==> src/rtl/muldiv_pkg.sv <==
// Shared constants, FSM state type and Booth pair decode for the mul_div_unit engine.
package muldiv_pkg;

    localparam int unsigned MULDIV_WIDTH = 32;

    localparam logic OP_MUL = 1'b0;
    localparam logic OP_DIV = 1'b1;

    typedef enum logic [1:0] {
        IDLE = 2'd0,
        RUN  = 2'd1,
        DONE = 2'd2
    } muldiv_state_e;

    typedef enum logic [1:0] {
        BOOTH_NOP = 2'd0,
        BOOTH_ADD = 2'd1,
        BOOTH_SUB = 2'd2
    } booth_op_e;

    // {q0, q-1}: 01 -> add multiplicand, 10 -> subtract, else shift only.
    function automatic booth_op_e booth_decode(input logic [1:0] pair);
        booth_op_e op;
        op = BOOTH_NOP;
        case (pair)
            2'b01:   op = BOOTH_ADD;
            2'b10:   op = BOOTH_SUB;
            default: op = BOOTH_NOP;
        endcase
        return op;
    endfunction

endpackage

==> src/rtl/muldiv_iter_ctrl.sv <==
// Sequencer for mul_div_unit: IDLE/RUN/DONE state machine plus the per-bit iteration counter.
module muldiv_iter_ctrl
    import muldiv_pkg::*;
#(
    parameter int unsigned WIDTH = MULDIV_WIDTH
) (
    input  logic i_clk,
    input  logic i_clr,
    input  logic i_start,
    input  logic i_skip,
    output logic o_accept,
    output logic o_run,
    output logic o_last,
    output logic o_done,
    output logic o_busy
);

    localparam int unsigned CW = (WIDTH > 1) ? $clog2(WIDTH) : 1;

    muldiv_state_e r_state;
    muldiv_state_e w_state_next;
    logic [CW-1:0] r_cnt;

    always_ff @(posedge i_clk) begin
        if (i_clr) begin
            r_state <= IDLE;
            r_cnt   <= '0;
        end else begin
            r_state <= w_state_next;
            if (r_state == RUN) begin
                r_cnt <= o_last ? '0 : r_cnt + CW'(1);
            end
        end
    end

    always_comb begin
        w_state_next = r_state;
        o_accept     = 1'b0;
        o_run        = 1'b0;
        o_last       = 1'b0;
        o_done       = 1'b0;
        o_busy       = 1'b0;
        case (r_state)
            IDLE: begin
                if (i_start) begin
                    o_accept     = 1'b1;
                    w_state_next = i_skip ? DONE : RUN;
                end
            end
            RUN: begin
                o_run  = 1'b1;
                o_busy = 1'b1;
                if (r_cnt == CW'(WIDTH - 1)) begin
                    o_last       = 1'b1;
                    w_state_next = DONE;
                end
            end
            DONE: begin
                o_done       = 1'b1;
                o_busy       = 1'b1;
                w_state_next = IDLE;
            end
            default: w_state_next = IDLE;
        endcase
    end

endmodule

==> src/rtl/mul_div_unit.sv <==
// Multi-cycle signed multiply (radix-2 Booth) / divide (restoring) engine, one bit per clock.
// Define MULDIV_DIV_EN to build the divider; otherwise a DIV request completes at once with err set.
module mul_div_unit
    import muldiv_pkg::*;
#(
    parameter int unsigned WIDTH = MULDIV_WIDTH
) (
    input  logic               clk,
    input  logic               clr,
    input  logic               start,
    input  logic               op_div,
    input  logic [WIDTH-1:0]   a_in,
    input  logic [WIDTH-1:0]   b_in,
    output logic               busy,
    output logic               done,
    output logic               err,
    output logic [2*WIDTH-1:0] result
);

    logic w_accept;
    logic w_skip;
    logic w_run;
    logic w_last;
    logic w_done;
    logic w_busy;

    logic [2*WIDTH+1:0] r_mul_acc;
    logic [WIDTH-1:0]   r_mcand;
    logic [WIDTH:0]     w_booth_hi;
    logic [WIDTH:0]     w_booth_sum;
    logic [2*WIDTH+1:0] w_mul_next;
    logic [2*WIDTH-1:0] w_final;

    logic [2*WIDTH-1:0] r_result;
    logic               r_err;

    muldiv_iter_ctrl #(
        .WIDTH(WIDTH)
    ) u_ctrl (
        .i_clk    (clk),
        .i_clr    (clr),
        .i_start  (start),
        .i_skip   (w_skip),
        .o_accept (w_accept),
        .o_run    (w_run),
        .o_last   (w_last),
        .o_done   (w_done),
        .o_busy   (w_busy)
    );

    assign busy   = w_busy;
    assign done   = w_done;
    assign err    = r_err;
    assign result = r_result;

    // Booth accumulator layout: {hi[WIDTH:0], multiplier[WIDTH-1:0], q-1}; the extra hi bit
    // keeps (-2^(W-1)) * (-2^(W-1)) from overflowing the partial sum.
    always_comb begin
        w_booth_hi  = r_mul_acc[2*WIDTH+1:WIDTH+1];
        w_booth_sum = w_booth_hi;
        case (booth_decode(r_mul_acc[1:0]))
            BOOTH_ADD: w_booth_sum = w_booth_hi + {r_mcand[WIDTH-1], r_mcand};
            BOOTH_SUB: w_booth_sum = w_booth_hi - {r_mcand[WIDTH-1], r_mcand};
            default:   w_booth_sum = w_booth_hi;
        endcase
        w_mul_next = {w_booth_sum[WIDTH], w_booth_sum, r_mul_acc[WIDTH:1]};
    end

`ifdef MULDIV_DIV_EN
    logic             r_op_div;
    logic             r_neg_q;
    logic             r_neg_r;
    logic [WIDTH-1:0] r_rem;
    logic [WIDTH-1:0] r_quo;
    logic [WIDTH-1:0] r_dvsr;

    logic [WIDTH:0]   w_rem_sh;
    logic             w_ge;
    logic [WIDTH-1:0] w_rem_diff;
    logic [WIDTH-1:0] w_rem_next;
    logic [WIDTH-1:0] w_quo_next;
    logic [WIDTH-1:0] w_quo_fix;
    logic [WIDTH-1:0] w_rem_fix;

    function automatic logic [WIDTH-1:0] f_mag(input logic [WIDTH-1:0] v);
        return v[WIDTH-1] ? (~v + 1'b1) : v;
    endfunction

    assign w_skip = (op_div == OP_DIV) && (b_in == '0);

    // Remainder stays below the divisor, so the subtraction only needs WIDTH bits once
    // the full-width compare has decided the step succeeds.
    always_comb begin
        w_rem_sh   = {r_rem, r_quo[WIDTH-1]};
        w_ge       = (w_rem_sh >= {1'b0, r_dvsr});
        w_rem_diff = w_rem_sh[WIDTH-1:0] - r_dvsr;
        w_rem_next = w_ge ? w_rem_diff : w_rem_sh[WIDTH-1:0];
        w_quo_next = {r_quo[WIDTH-2:0], w_ge};
        w_quo_fix  = r_neg_q ? (~w_quo_next + 1'b1) : w_quo_next;
        w_rem_fix  = r_neg_r ? (~w_rem_next + 1'b1) : w_rem_next;
        w_final    = r_op_div ? {w_rem_fix, w_quo_fix} : w_mul_next[2*WIDTH:1];
    end

    always_ff @(posedge clk) begin
        if (clr) begin
            r_op_div <= 1'b0;
            r_neg_q  <= 1'b0;
            r_neg_r  <= 1'b0;
            r_rem    <= '0;
            r_quo    <= '0;
            r_dvsr   <= '0;
        end else if (w_accept) begin
            r_op_div <= (op_div == OP_DIV);
            r_neg_q  <= a_in[WIDTH-1] ^ b_in[WIDTH-1];
            r_neg_r  <= a_in[WIDTH-1];
            r_rem    <= '0;
            r_quo    <= f_mag(a_in);
            r_dvsr   <= f_mag(b_in);
        end else if (w_run) begin
            r_rem <= w_rem_next;
            r_quo <= w_quo_next;
        end
    end
`else
    assign w_skip = (op_div == OP_DIV);

    always_comb begin
        w_final = w_mul_next[2*WIDTH:1];
    end
`endif

    // The last iteration's next-state value is written straight into result so it is
    // valid in the same cycle done rises.
    always_ff @(posedge clk) begin
        if (clr) begin
            r_mul_acc <= '0;
            r_mcand   <= '0;
            r_result  <= '0;
            r_err     <= 1'b0;
        end else if (w_accept) begin
            r_mul_acc <= {{(WIDTH+1){1'b0}}, b_in, 1'b0};
            r_mcand   <= a_in;
            if (w_skip) begin
                r_err <= 1'b1;
`ifdef MULDIV_DIV_EN
                r_result <= {a_in, {WIDTH{1'b1}}};
`else
                r_result <= '0;
`endif
            end
        end else if (w_run) begin
            r_mul_acc <= w_mul_next;
            if (w_last) begin
                r_err    <= 1'b0;
                r_result <= w_final;
            end
        end
    end

endmodule
==> config.mk <==
export PLATFORM = sky130hd
export DESIGN_NAME = mul_div_unit
export DESIGN_NICKNAME = d
export VERILOG_FILES = /design/src/rtl/muldiv_pkg.sv /design/src/rtl/muldiv_iter_ctrl.sv /design/src/rtl/mul_div_unit.sv
export SDC_FILE = /design/constraint.sdc
export NUM_CORES = 1
export LEC_CHECK = 0
export ABC_AREA = 1
export CAP_MARGIN = 30
export CELL_PAD_IN_SITES_DETAIL_PLACEMENT = 0
export CELL_PAD_IN_SITES_GLOBAL_PLACEMENT = 1
export CORE_AREA = 3 3 204 206
export CTS_CLUSTER_SIZE = 12
export DETAILED_ROUTE_END_ITERATION = 10
export DIE_AREA = 0 0 207 209
export HOLD_SLACK_MARGIN = 0.1
export PLACE_DENSITY = 0.59
export SYNTH_ARGS = -nofsm -noshare
export SYNTH_HDL_FRONTEND = slang
export SYNTH_HIERARCHICAL = 1
export SYNTH_SLANG_ARGS = --single-unit
==> constraint.sdc <==
create_clock -name clk -period 3.1 [get_ports clk]
set_clock_uncertainty 0.05 [all_clocks]
set_input_delay 0.31 -clock clk [delete_from_list [all_inputs] [get_ports clk]]
set_output_delay 0.31 -clock clk [all_outputs]
set_load 0.02 [all_outputs]
======== Yosys cells after proc, flatten, opt, wreduce, memory -nomap -nowiden ========
Index checks and enable logic that the tools add are counted.
cells by class
  reductions and logical operators ........ 7
  mux-type cells .......................... 24
  equality and inequality tests ........... 10
  add/sub/neg operators ................... 3
operators with widths
  kind                   count
  $mux W64               4
  $mux W33               2
  $pmux W33 S2           1
  $add A32 B32 Y33       1
  $sub A32 B32 Y33       1
  $mux W1                11
  $pmux W2 S2            2
  $eq A2 B1 Y1 const B   3
  $eq A2 B2 Y1 const B   3
  $mux W2                3
  $ne A2 B2 Y1 const B   3
  $add A5 B1 Y5 const B  1
  $eq A5 B5 Y1 const B   1
  $mux W5                1
  $reduce_bool A2 Y1     2
  $reduce_or A2 Y1       2
  $reduce_and A3 Y1      1
  $logic_not A2 Y1       1
  $reduce_and A2 Y1      1
storage, ports and cells
  output and inout bits ................... 67
  bits in registers ....................... 169
  word-level logic and storage cells ...... 51

======== Depth between registers and ports, before layout ========
Gate-level depths: netlist of the first run.
  word-level depth ........................ 7
  depth in mapped cells ................... 25

======== Hierarchy ========
The synthesis of the first run kept the hierarchy.
by module, submodules not included
  module            area each (um^2)  cells each  sequential area each (um^2)  instances
  mul_div_unit      9,526.6           1,468       3,243.1                      1
  muldiv_iter_ctrl  425.4             57          140.1                        1

======== Worst setup path before layout of the first run ========
No wires, ideal clock.
  kind .................................... reg-to-reg
  start ................................... register r_mcand[0]
  end ..................................... register r_mul_acc[63]
  clock period less this slack ............ 2,910 ps
  data required time ...................... 2,937 ps
  path buffers ............................ 0
  cell stages (with the launch flop) ...... 24
  arrival ................................. 2,747 ps
  path slack .............................. 190 ps
  library setup time ...................... 113 ps
  cell sequence ........................... dfxtp_1 inv_1 ha_1 nand2_1 nor2_2 nand2_1 nor2_1 nand3_1 nor2_1 a31oi_1 xor2_1 inv_1 ha_1 nand2_1 nor2_1 inv_1 nor4_1 nand3_1 nand2_1 nand2_1 nand3_1 nand2_1 o21ai_1 inv_1
on the way
  longest elaborated chain between the ends .. 2
ends and longest elaborated chain
  item                                                  RTL line                                text
  start: declaration                                    mul_div_unit.sv:28                      logic [WIDTH-1:0] r_mcand;
  start signal: assignment                              mul_div_unit.sv:142                     r_mcand <= a_in;
  $sub A32 B32 Y33 or $add A32 B32 Y33 (tied branches)  mul_div_unit.sv:63, mul_div_unit.sv:62
  $pmux W33 S2 (*)                                      mul_div_unit.sv:61                      case (booth_decode(r_mul_acc[1:0]))
  end signal: assignment                                mul_div_unit.sv:141                     r_mul_acc <= {{(WIDTH+1){1'b0}}, b_in, 1'b0};
  end signal: assignment                                mul_div_unit.sv:152                     r_mul_acc <= w_mul_next;
  end: declaration                                      mul_div_unit.sv:27                      logic [2*WIDTH+1:0] r_mul_acc;
Mark *: on every way between the ends. The rest lies on a longest branch, timed or not.
A chain may end at the register's enable or synchronous reset.

======== Final worst setup path of the first run ========
  start ................................... register r_mcand[2]
  end ..................................... register r_result[57] (netlist: result[57])
on the way
  longest elaborated chain between the ends .. 5
ends and longest elaborated chain
  item                                                  RTL line                                text
  $sub A32 B32 Y33 or $add A32 B32 Y33 (tied branches)  mul_div_unit.sv:63, mul_div_unit.sv:62
  $pmux W33 S2 (*)                                      mul_div_unit.sv:61
  $mux W64 (*)                                          mul_div_unit.sv:153                     if (w_last) begin
  $mux W64 (*)                                          mul_div_unit.sv:151                     end else if (w_run) begin
  $mux W64 (*)                                          mul_div_unit.sv:140                     end else if (w_accept) begin
  end signal: assignment                                mul_div_unit.sv:155                     r_result <= w_final;
  end: declaration                                      mul_div_unit.sv:34                      logic [2*WIDTH-1:0] r_result;
Mark *: on every way between the ends. The rest lies on a longest branch, timed or not. The select of a mux whose other input is x is not followed.

==> results.py, run 1 <==
metrics = {
    "status": {
        "status": "finished, violations left",
        "violations": "setup timing",
    },
    "hold_path": {
        "number_of_cells_on_the_worst_hold_path": 3,
        "worst_hold_path_type": "in2reg",
        "min-delay-start": "a_in[30]",
        "hold_end": "r_mcand[30]$_SDFFE_PP0P_",
    },
    "power": {
        "seqPwrFrac_pct": 32.7,
        "switchingPower_mw": 2.732,
        "cellInternalPower_mw": 4.582,
        "pwr-share-comb_pct": 37.6,
        "power.leakage_nw": 6.700,
        "totalPowerFinal_mw": 7.314,
        "sw_frac_of_total_pct": 37.35,
        "power_density_nw_per_um2": 484.6,
        "vdd_ir_drop_max_mv": 0.3891,
        "clock_power_share_pct": 29.7,
    },
    "cts": {
        "clk_pin_slew_ps": 80,
        "cts_max_level": 4,
        "cts_made_buffers": 17,
        "cts.sink_count": 169,
        "cts_root_buffer": "sky130_fd_sc_hd__clkbuf_16",
        "tritoncts_clock_tree": "yes",
        "clock_tree.buffer_depth": 2,
        "insertion_delay_ps": 450,
        "cts_hold_repair.buffers": 0,
    },
    "placed_design": {
        "gp_routability_congestion": 0.8485,
        "io_buffers": 134,
        "place.detailed.hpwl_um": 26340,
        "postPlaceCellArea_um2": 12850,
    },
    "final_layout": {
        "layout.core_utilization_pct": 37.90,
        "finalInstanceArea_um2": 15090,
        "final_layout_size_suffix_gt1_share_pct": 27.79,
        "diodes": 0,
        "syn_to_final_growth_pct": 51.65,
        "layout.nets": 1912,
    },
    "floorplanning": {
        "num_ports": 135,
        "floorplan.core_area_um2": 39820,
        "die_area_um2": 43260,
        "fp.dieW_um": 207,
        "die_h_um": 209,
        "num_rows": 73,
        "start_util_pct": 24.99,
    },
    "yosys": {
        "synth.lib_cells_used.distinct": 47,
        "combinational_family_with_the_most_area_after_synthesis": "simple AND/OR/NAND/NOR gates",
        "post-synth-top-count-cell": "sky130_fd_sc_hd__nand2_1",
        "ys_ff_latch": 169,
        "synthArstFlopShare_pct": 0,
        "area_fraction_in_and_or_nand_and_nor_cells_after_synthesis_pct": 31.52,
        "ys.warnings.count": 6,
        "synth_top_cell_by_area": "sky130_fd_sc_hd__dfxtp_1",
        "synth_sequential_area_ratio_pct": 34.00,
        "synth_top_area_share_pct": 34.00,
        "synth_edf_count": 0,
        "synth_fp_nets": 1633,
        "synthCells": 1525,
        "muxShareOfSynthArea_pct": 0,
        "compound_gate_fraction_of_synth_area_pct": 16.95,
        "synth_top_flop_cell": "sky130_fd_sc_hd__dfxtp_1",
        "synthAdderAreaFrac_pct": 5.104,
        "netlist_area_um2": 9952,
        "commonest_cells_post_synth": "sky130_fd_sc_hd__nand2_1, sky130_fd_sc_hd__dfxtp_1, sky130_fd_sc_hd__inv_1",
        "synth.avg_cell_area_um2": 6.526,
        "yosys-top-cells-area": "sky130_fd_sc_hd__dfxtp_1, sky130_fd_sc_hd__nand2_1, sky130_fd_sc_hd__a21oi_1, sky130_fd_sc_hd__inv_1, sky130_fd_sc_hd__nor2_1",
        "synthXorXnorAreaFrac_pct": 2.904,
    },
    "drt": {
        "route.antenna.remaining_nets": 0,
        "route.vias.total": 10590,
        "drt_wl_total_um": 36110,
        "drt-vias-per-instance": 4.522,
        "routed_wire_length_per_instance_um": 15.42,
        "detail_route.iter0.violations": 464,
        "drc_errors": 0,
        "firstDrtPassIters": 5,
    },
    "timing": {
        "timing_max_transition_violations_final": 0,
        "layout_setup_ws_ps": -221.5,
        "least_margin_pin_slew_ps": 929.7,
        "post-route-min-period_ps": 3321,
        "setup_violations": 37,
        "final_min_period_over_clock_period_pct": 107.1,
        "timing.max_slew.rel_slack_pct": 38.02,
        "hold_viol_final": 0,
        "rsz0062_at_grt": "true",
        "clock.fmax_mhz": 301.1,
    },
    "worst_setup_path": {
        "setup_slack_on_the_worst_flop_to_flop_path_ps": -220,
        "regToRegStartpoint": "r_mcand[2]$_SDFFE_PP0P_",
        "worst-r2r-cell-count": 23,
        "setup.worst_path.class": "reg2reg",
        "endpoint_kind": "flop",
        "arrival_ps": 3650,
        "cp.required_ps": 3420,
        "path_max_fanout": 3,
        "worst_setup_path_start_kind": "flop",
        "worstReg2RegEnd": "result[57]$_SDFFE_PP0P_",
    },
    "global_route": {
        "grt_first_pass_wirelength_um": 57620,
        "globalRoute.totalOverflow": 0,
        "global_route.peak_usage_layer": "met2",
        "number_of_antenna_violations_at_the_first_check_in_global_routing": 1,
        "track_usage_pct": 16.47,
        "grt_start_max_net_pins": 71,
        "grtUsageMet1_pct": 21.39,
        "grt_met3_usage_pct": 4.174,
        "vias_in_the_first_global_route": 10650,
        "grt_util_met2_pct": 27.12,
    },
    "run": {
        "timing.max_cap.violations": 0,
    },
}
-- cell type report --
cell class,instances,area [um^2]
timing repair buffer,324,2864
clock buffer,18,439.2
tap,525,656.9
clock inverter,14,152.6
inverter,181,689.4
fill,4262,24730
sequential,169,3387
multi-input combinational,1111,6903
-- critical path, stage by stage, from the launching register on --
cell and delay (ps):
sky130_fd_sc_hd__dfxtp_2 340, sky130_fd_sc_hd__nor3_4 200, sky130_fd_sc_hd__inv_1 70, sky130_fd_sc_hd__nor3_2 130, sky130_fd_sc_hd__inv_1 80, sky130_fd_sc_hd__buf_4 150
sky130_fd_sc_hd__nor2_4 130, sky130_fd_sc_hd__a31oi_2 110, sky130_fd_sc_hd__xor2_1 210, sky130_fd_sc_hd__inv_2 90, sky130_fd_sc_hd__ha_4 230, sky130_fd_sc_hd__buf_6 130
sky130_fd_sc_hd__a21oi_4 180, sky130_fd_sc_hd__buf_6 130, sky130_fd_sc_hd__o21bai_4 70, sky130_fd_sc_hd__a21oi_2 180, sky130_fd_sc_hd__nor2_2 50, sky130_fd_sc_hd__nor2_2 150
sky130_fd_sc_hd__nand2_1 70, sky130_fd_sc_hd__nand2_1 70, sky130_fd_sc_hd__nand3_2 100, sky130_fd_sc_hd__nand2_2 110, sky130_fd_sc_hd__nand2_2 70, sky130_fd_sc_hd__a21oi_2 140
-- power by group through the flow --
stage	sequential [mW]	clock [mW]	combinational, mW
finish	2.39	2.17	2.75
global route	2.41	2.33	3.02
CTS	2.39	2.26	2.51
detailed placement	2.43	0	2.13
global placement	2.43	0	2.12
floorplan	2.41	0	1.22
-- repair_timing --
action | in CTS | in global routing
gates resized for setup | 195 | 122
setup endpoints to repair | 46 | 51
pin swaps | 66 | 56
setup buffers | 20 | 18
gates cloned | 0 | 0
-- registers in the layout, indices dropped and copies added, names as in the netlist --
register and cells:
err 1, r_mcand 32, r_mul_acc 65, result 64, u_ctrl/r_cnt 5, u_ctrl/r_state 2
-- worst max-delay path by stage --
stage / end / cells past startpoint / from
floorplan: r_mul_acc[63]$_SDFFE_PP0P_ / 23 / r_mcand[0]$_SDFFE_PP0P_
detailed placement: result[61]$_SDFFE_PP0P_ / 23 / r_mcand[0]$_SDFFE_PP0P_
CTS: result[63]$_SDFFE_PP0P_ / 24 / r_mcand[2]$_SDFFE_PP0P_
finish: result[57]$_SDFFE_PP0P_ / 23 / r_mcand[2]$_SDFFE_PP0P_
global placement: result[61]$_SDFFE_PP0P_ / 23 / r_mcand[0]$_SDFFE_PP0P_
global route: result[63]$_SDFFE_PP0P_ / 24 / r_mcand[2]$_SDFFE_PP0P_
-- layout by cell type, fill, tap and decap left out, drive strengths merged, types with 6 or more instances in the layout --
cell	instances
ha	39
clkinv	8
or2	11
dfxtp	169
clkbuf	18
xnor2	12
inv	186
o21ai	103
nand3	101
nor2	173
a21oi	145
nor3	19
buf	191
nor4	6
nand4	8
a22oi	27
clkdlybuf4s50	133
xor2	21
nand2	417
-- routing by layer --
metal / vias to the layer above / part of all wire (%)
li1: 5477 / -
met1: 4904 / 47
met2: 161 / 46
met3: 46 / 4.4
met4: 2 / 2.2
met5: - / 0.036
-- through the flow --
step,TNS (ps),hold slack (ps),cells,worst slack [ps]
2_1_floorplan,0,322.4,1525,189.9
3_3_place_gp,-6583,400.6,2272,-347.7
3_5_place_dp,-7894,403.0,2272,-393.9
4_1_cts,-850.2,344.1,2324,-133.7
5_1_grt,-13130,387.4,2342,-441.1
6_report,-3869,389.3,2342,-221.5
-- kinds of logic (layout without fill, tap and decap cells) --
logic type / Yosys count / in the layout
xor+xnor: 33 / 33
flops: 169 / 169
fa+ha+maj: 40 / 40
simple gates: 740 / 740
buf+inv: 245 / 537
compound gates: 298 / 298
(Power assumes the default switching activity.)
==> inputs of run 2 (changes only) <==
--- a/config.mk
+++ b/config.mk
@@ -6,7 +6,7 @@
 export NUM_CORES = 1
 export LEC_CHECK = 0
 export ABC_AREA = 1
-export CAP_MARGIN = 30
+export CAP_MARGIN = 20
 export CELL_PAD_IN_SITES_DETAIL_PLACEMENT = 0
 export CELL_PAD_IN_SITES_GLOBAL_PLACEMENT = 1
 export CORE_AREA = 3 3 204 206
@@ -14,7 +14,7 @@
 export DETAILED_ROUTE_END_ITERATION = 10
 export DIE_AREA = 0 0 207 209
 export HOLD_SLACK_MARGIN = 0.1
-export PLACE_DENSITY = 0.59
+export PLACE_DENSITY_LB_ADDON = 0.05
 export SYNTH_ARGS = -nofsm -noshare
 export SYNTH_HDL_FRONTEND = slang
 export SYNTH_HIERARCHICAL = 1
==> run 2 against run 1 <==
Against the previous run: the flow still finishes with violations (setup timing); clock power rose by 3%; global-route usage rose by 1.3 points; critical path type unchanged; highest routed layer unchanged; total power up 2.7%; via count about the same; fmax is 3.9% higher; final cell count is 0.60% higher; largest power group unchanged; combinational power is 5% higher; die area unchanged.
==> results.py, run 2 (synthesis gave the netlist of run 1 again) <==
metrics = {
    "status": {
        "status": "finished, violations left",
        "violations": "setup timing",
    },
    "cts": {
        "cts_made_buffers": 17,
        "tritoncts_clock_tree": "yes",
        "cts_root_buffer": "sky130_fd_sc_hd__clkbuf_16",
        "clock_tree.buffer_depth": 2,
        "cts_hold_repair.buffers": 0,
        "cts_max_level": 4,
        "insertion_delay_ps": 450,
        "cts.sink_count": 169,
        "clk_pin_slew_ps": 70,
    },
    "hold_path": {
        "number_of_cells_on_the_worst_hold_path": 2,
        "worst_hold_path_type": "in2reg",
    },
    "global_route": {
        "globalRoute.totalOverflow": 0,
        "track_usage_pct": 17.81,
        "grt_first_pass_wirelength_um": 60860,
        "grt_start_max_net_pins": 65,
        "vias_in_the_first_global_route": 10840,
        "number_of_antenna_violations_at_the_first_check_in_global_routing": 2,
    },
    "worst_setup_path": {
        "setup.worst_path.end": "result[46]$_SDFFE_PP0P_",
        "critical_path.startpoint": "r_mcand[2]$_SDFFE_PP0P_",
        "crit_slowest_cell": "sky130_fd_sc_hd__dfxtp_2",
        "worst_setup_path_start_kind": "flop",
        "path_max_fanout": 4,
        "cp_slowest_stage_delay_ps": 330,
        "path_cells": "nor3_4 -> inv_2 -> nor3_4 -> inv_2 -> buf_4 -> nor2_4 -> a31oi_2 -> xor2_1 -> inv_2 -> ha_4 -> nand2_4 -> buf_4 -> nor2_4 -> inv_2 -> nor3_2 -> nand2_2 -> nand2_4 -> nand2_1 -> nand3_1 -> o21ai_1 -> or2_1 -> a21oi_1",
        "setup_slack_on_the_worst_flop_to_flop_path_ps": -100,
        "regToRegStartpoint": "r_mcand[2]$_SDFFE_PP0P_",
        "arrival_ps": 3520,
        "worst-r2r-cell-count": 22,
        "cp_common_cell": "sky130_fd_sc_hd__inv_2",
        "worstReg2RegEnd": "result[46]$_SDFFE_PP0P_",
        "setup.worst_path.class": "reg2reg",
        "cp.required_ps": 3430,
        "endpoint_kind": "flop",
    },
    "floorplanning": {
        "die_area_um2": 43260,
        "fp.dieW_um": 207,
        "start_util_pct": 24.99,
        "die_h_um": 209,
        "num_rows": 73,
        "num_ports": 135,
        "floorplan.core_area_um2": 39820,
    },
    "power": {
        "vdd_ir_drop_max_mv": 0.4551,
        "power.leakage_nw": 6.779,
        "power_density_nw_per_um2": 487.8,
        "totalPowerFinal_mw": 7.510,
    },
    "final_layout": {
        "syn_to_final_growth_pct": 54.69,
        "layout.core_utilization_pct": 38.66,
        "commonest_non_fill_non_tap_cell_in_the_layout": "sky130_fd_sc_hd__nand2_1",
        "registers.top_by_ff_count": "r_mul_acc",
        "final_layout_size_suffix_gt1_share_pct": 29.66,
        "layout.nets": 1926,
        "finalInstanceArea_um2": 15390,
        "largest_register_ffs": 65,
        "final_cell_mix": "sky130_fd_sc_hd__nand2_1, sky130_fd_sc_hd__buf_4, sky130_fd_sc_hd__dfxtp_1",
        "diodes": 0,
    },
    "drt": {
        "drc_errors": 0,
        "firstDrtPassIters": 4,
        "route.antenna.remaining_nets": 0,
        "drt_wl_total_um": 39030,
        "drt-vias-per-instance": 4.493,
        "route.vias.total": 10590,
        "routed_wire_length_per_instance_um": 16.57,
        "detail_route.iter0.violations": 371,
    },
    "timing": {
        "timing.max_slew.rel_slack_pct": 46.61,
        "post-route-min-period_ps": 3196,
        "least_margin_pin_slew_ps": 800.8,
        "final_min_period_over_clock_period_pct": 103.1,
        "setup_violations": 22,
        "hold_viol_final": 0,
        "rsz0062_at_grt": "true",
        "timing_max_transition_violations_final": 0,
        "clock.fmax_mhz": 312.9,
        "layout_setup_ws_ps": -95.69,
    },
    "placed_design": {
        "place.detailed.hpwl_um": 28530,
        "placement.setup.worst_slack_ps": -470.6,
        "gp_routability_congestion": 0.8608,
        "io_buffers": 134,
        "postPlaceCellArea_um2": 13040,
    },
    "run": {
        "timing.max_cap.violations": 0,
    },
}
-- run 2: cell types whose count changed in the layout (fill, tap and decap cells not counted), sizes merged --
| cell | before | now |
|---|---|---|
| clkinvlp | 1 | 2 |
| clkbuf | 18 | 20 |
| buf | 191 | 205 |
| inv | 186 | 181 |
| bufinv | 0 | 2 |
-- run 2: through the flow --
step | std cells | hold slack (ps) | TNS [ps]
after floorplan | 1525 | 322.4 | 0
after global placement | 2295 | 402.0 | -10010
after detailed placement | 2295 | 406.9 | -11670
after CTS | 2340 | 230.8 | -3112
after global routing | 2356 | 253.9 | -10400
final | 2356 | 261.0 | -940.6
-- run 2: how the worst min path moves through the flow --
stage / start / to
final: clr / result[51]$_SDFFE_PP0P_
after global routing: clr / result[0]$_SDFFE_PP0P_
after CTS: clr / result[0]$_SDFFE_PP0P_
after detailed placement: result[4]$_SDFFE_PP0P_ / result[4]$_SDFFE_PP0P_
after global placement: result[10]$_SDFFE_PP0P_ / result[10]$_SDFFE_PP0P_
after floorplan: clr / u_ctrl/r_state[0]$_SDFFE_PP0P_
-- run 2: area by class of cell --
| type | count | area, um^2 |
|---|---|---|
| Fill cell | 4348 | 24430 |
| Multi-Input combinational cell | 1111 | 7111 |
| Sequential cell | 169 | 3390 |
| Timing Repair Buffer | 338 | 2957 |
| Inverter | 181 | 684.4 |
| Tap cell | 525 | 656.9 |
| Clock buffer | 20 | 456.7 |
| Clock inverter | 12 | 140.1 |
-- run 2: repair_timing --
item	4_1_cts	5_1_grt
pin swaps	62	88
buffers inserted	13	17
endpoints found under the hold margin	0	0
endpoints found under the setup margin	49	52
resized for setup	174	174
-- run 2: routing by layer --
layer | track usage, % | vias up | routed length, um
li1 | - | 5513 | -
met1 | 23.80 | 4907 | 18850
met2 | 29.05 | 130 | 17960
met3 | 4.129 | 31 | 1595
met4 | 4.518 | 4 | 599
met5 | 0 | - | 27
-- run 2: critical path, delay by kind of cell (launching register included) --
| family | cells | cell delay (ps) |
|---|---|---|
| xor gates and xnor gates | 1 | 180 |
| and+or+nand+nor | 11 | 1350 |
| DFF | 1 | 330 |
| adders and majority gates | 1 | 310 |
| AOI/OAI and AO/OA | 3 | 350 |
| buffers and inverters | 6 | 570 |
-- run 2: where the power goes --
| part | internal (mW) | leakage (nW) | total (mW) | switching [mW] |
|---|---|---|---|---|
| logic | 1.25 | 5.11 | 2.88 | 1.63 |
| clock network | 1.24 | 0.289 | 2.24 | 0.996 |
| registers | 2.28 | 1.38 | 2.39 | 0.108 |
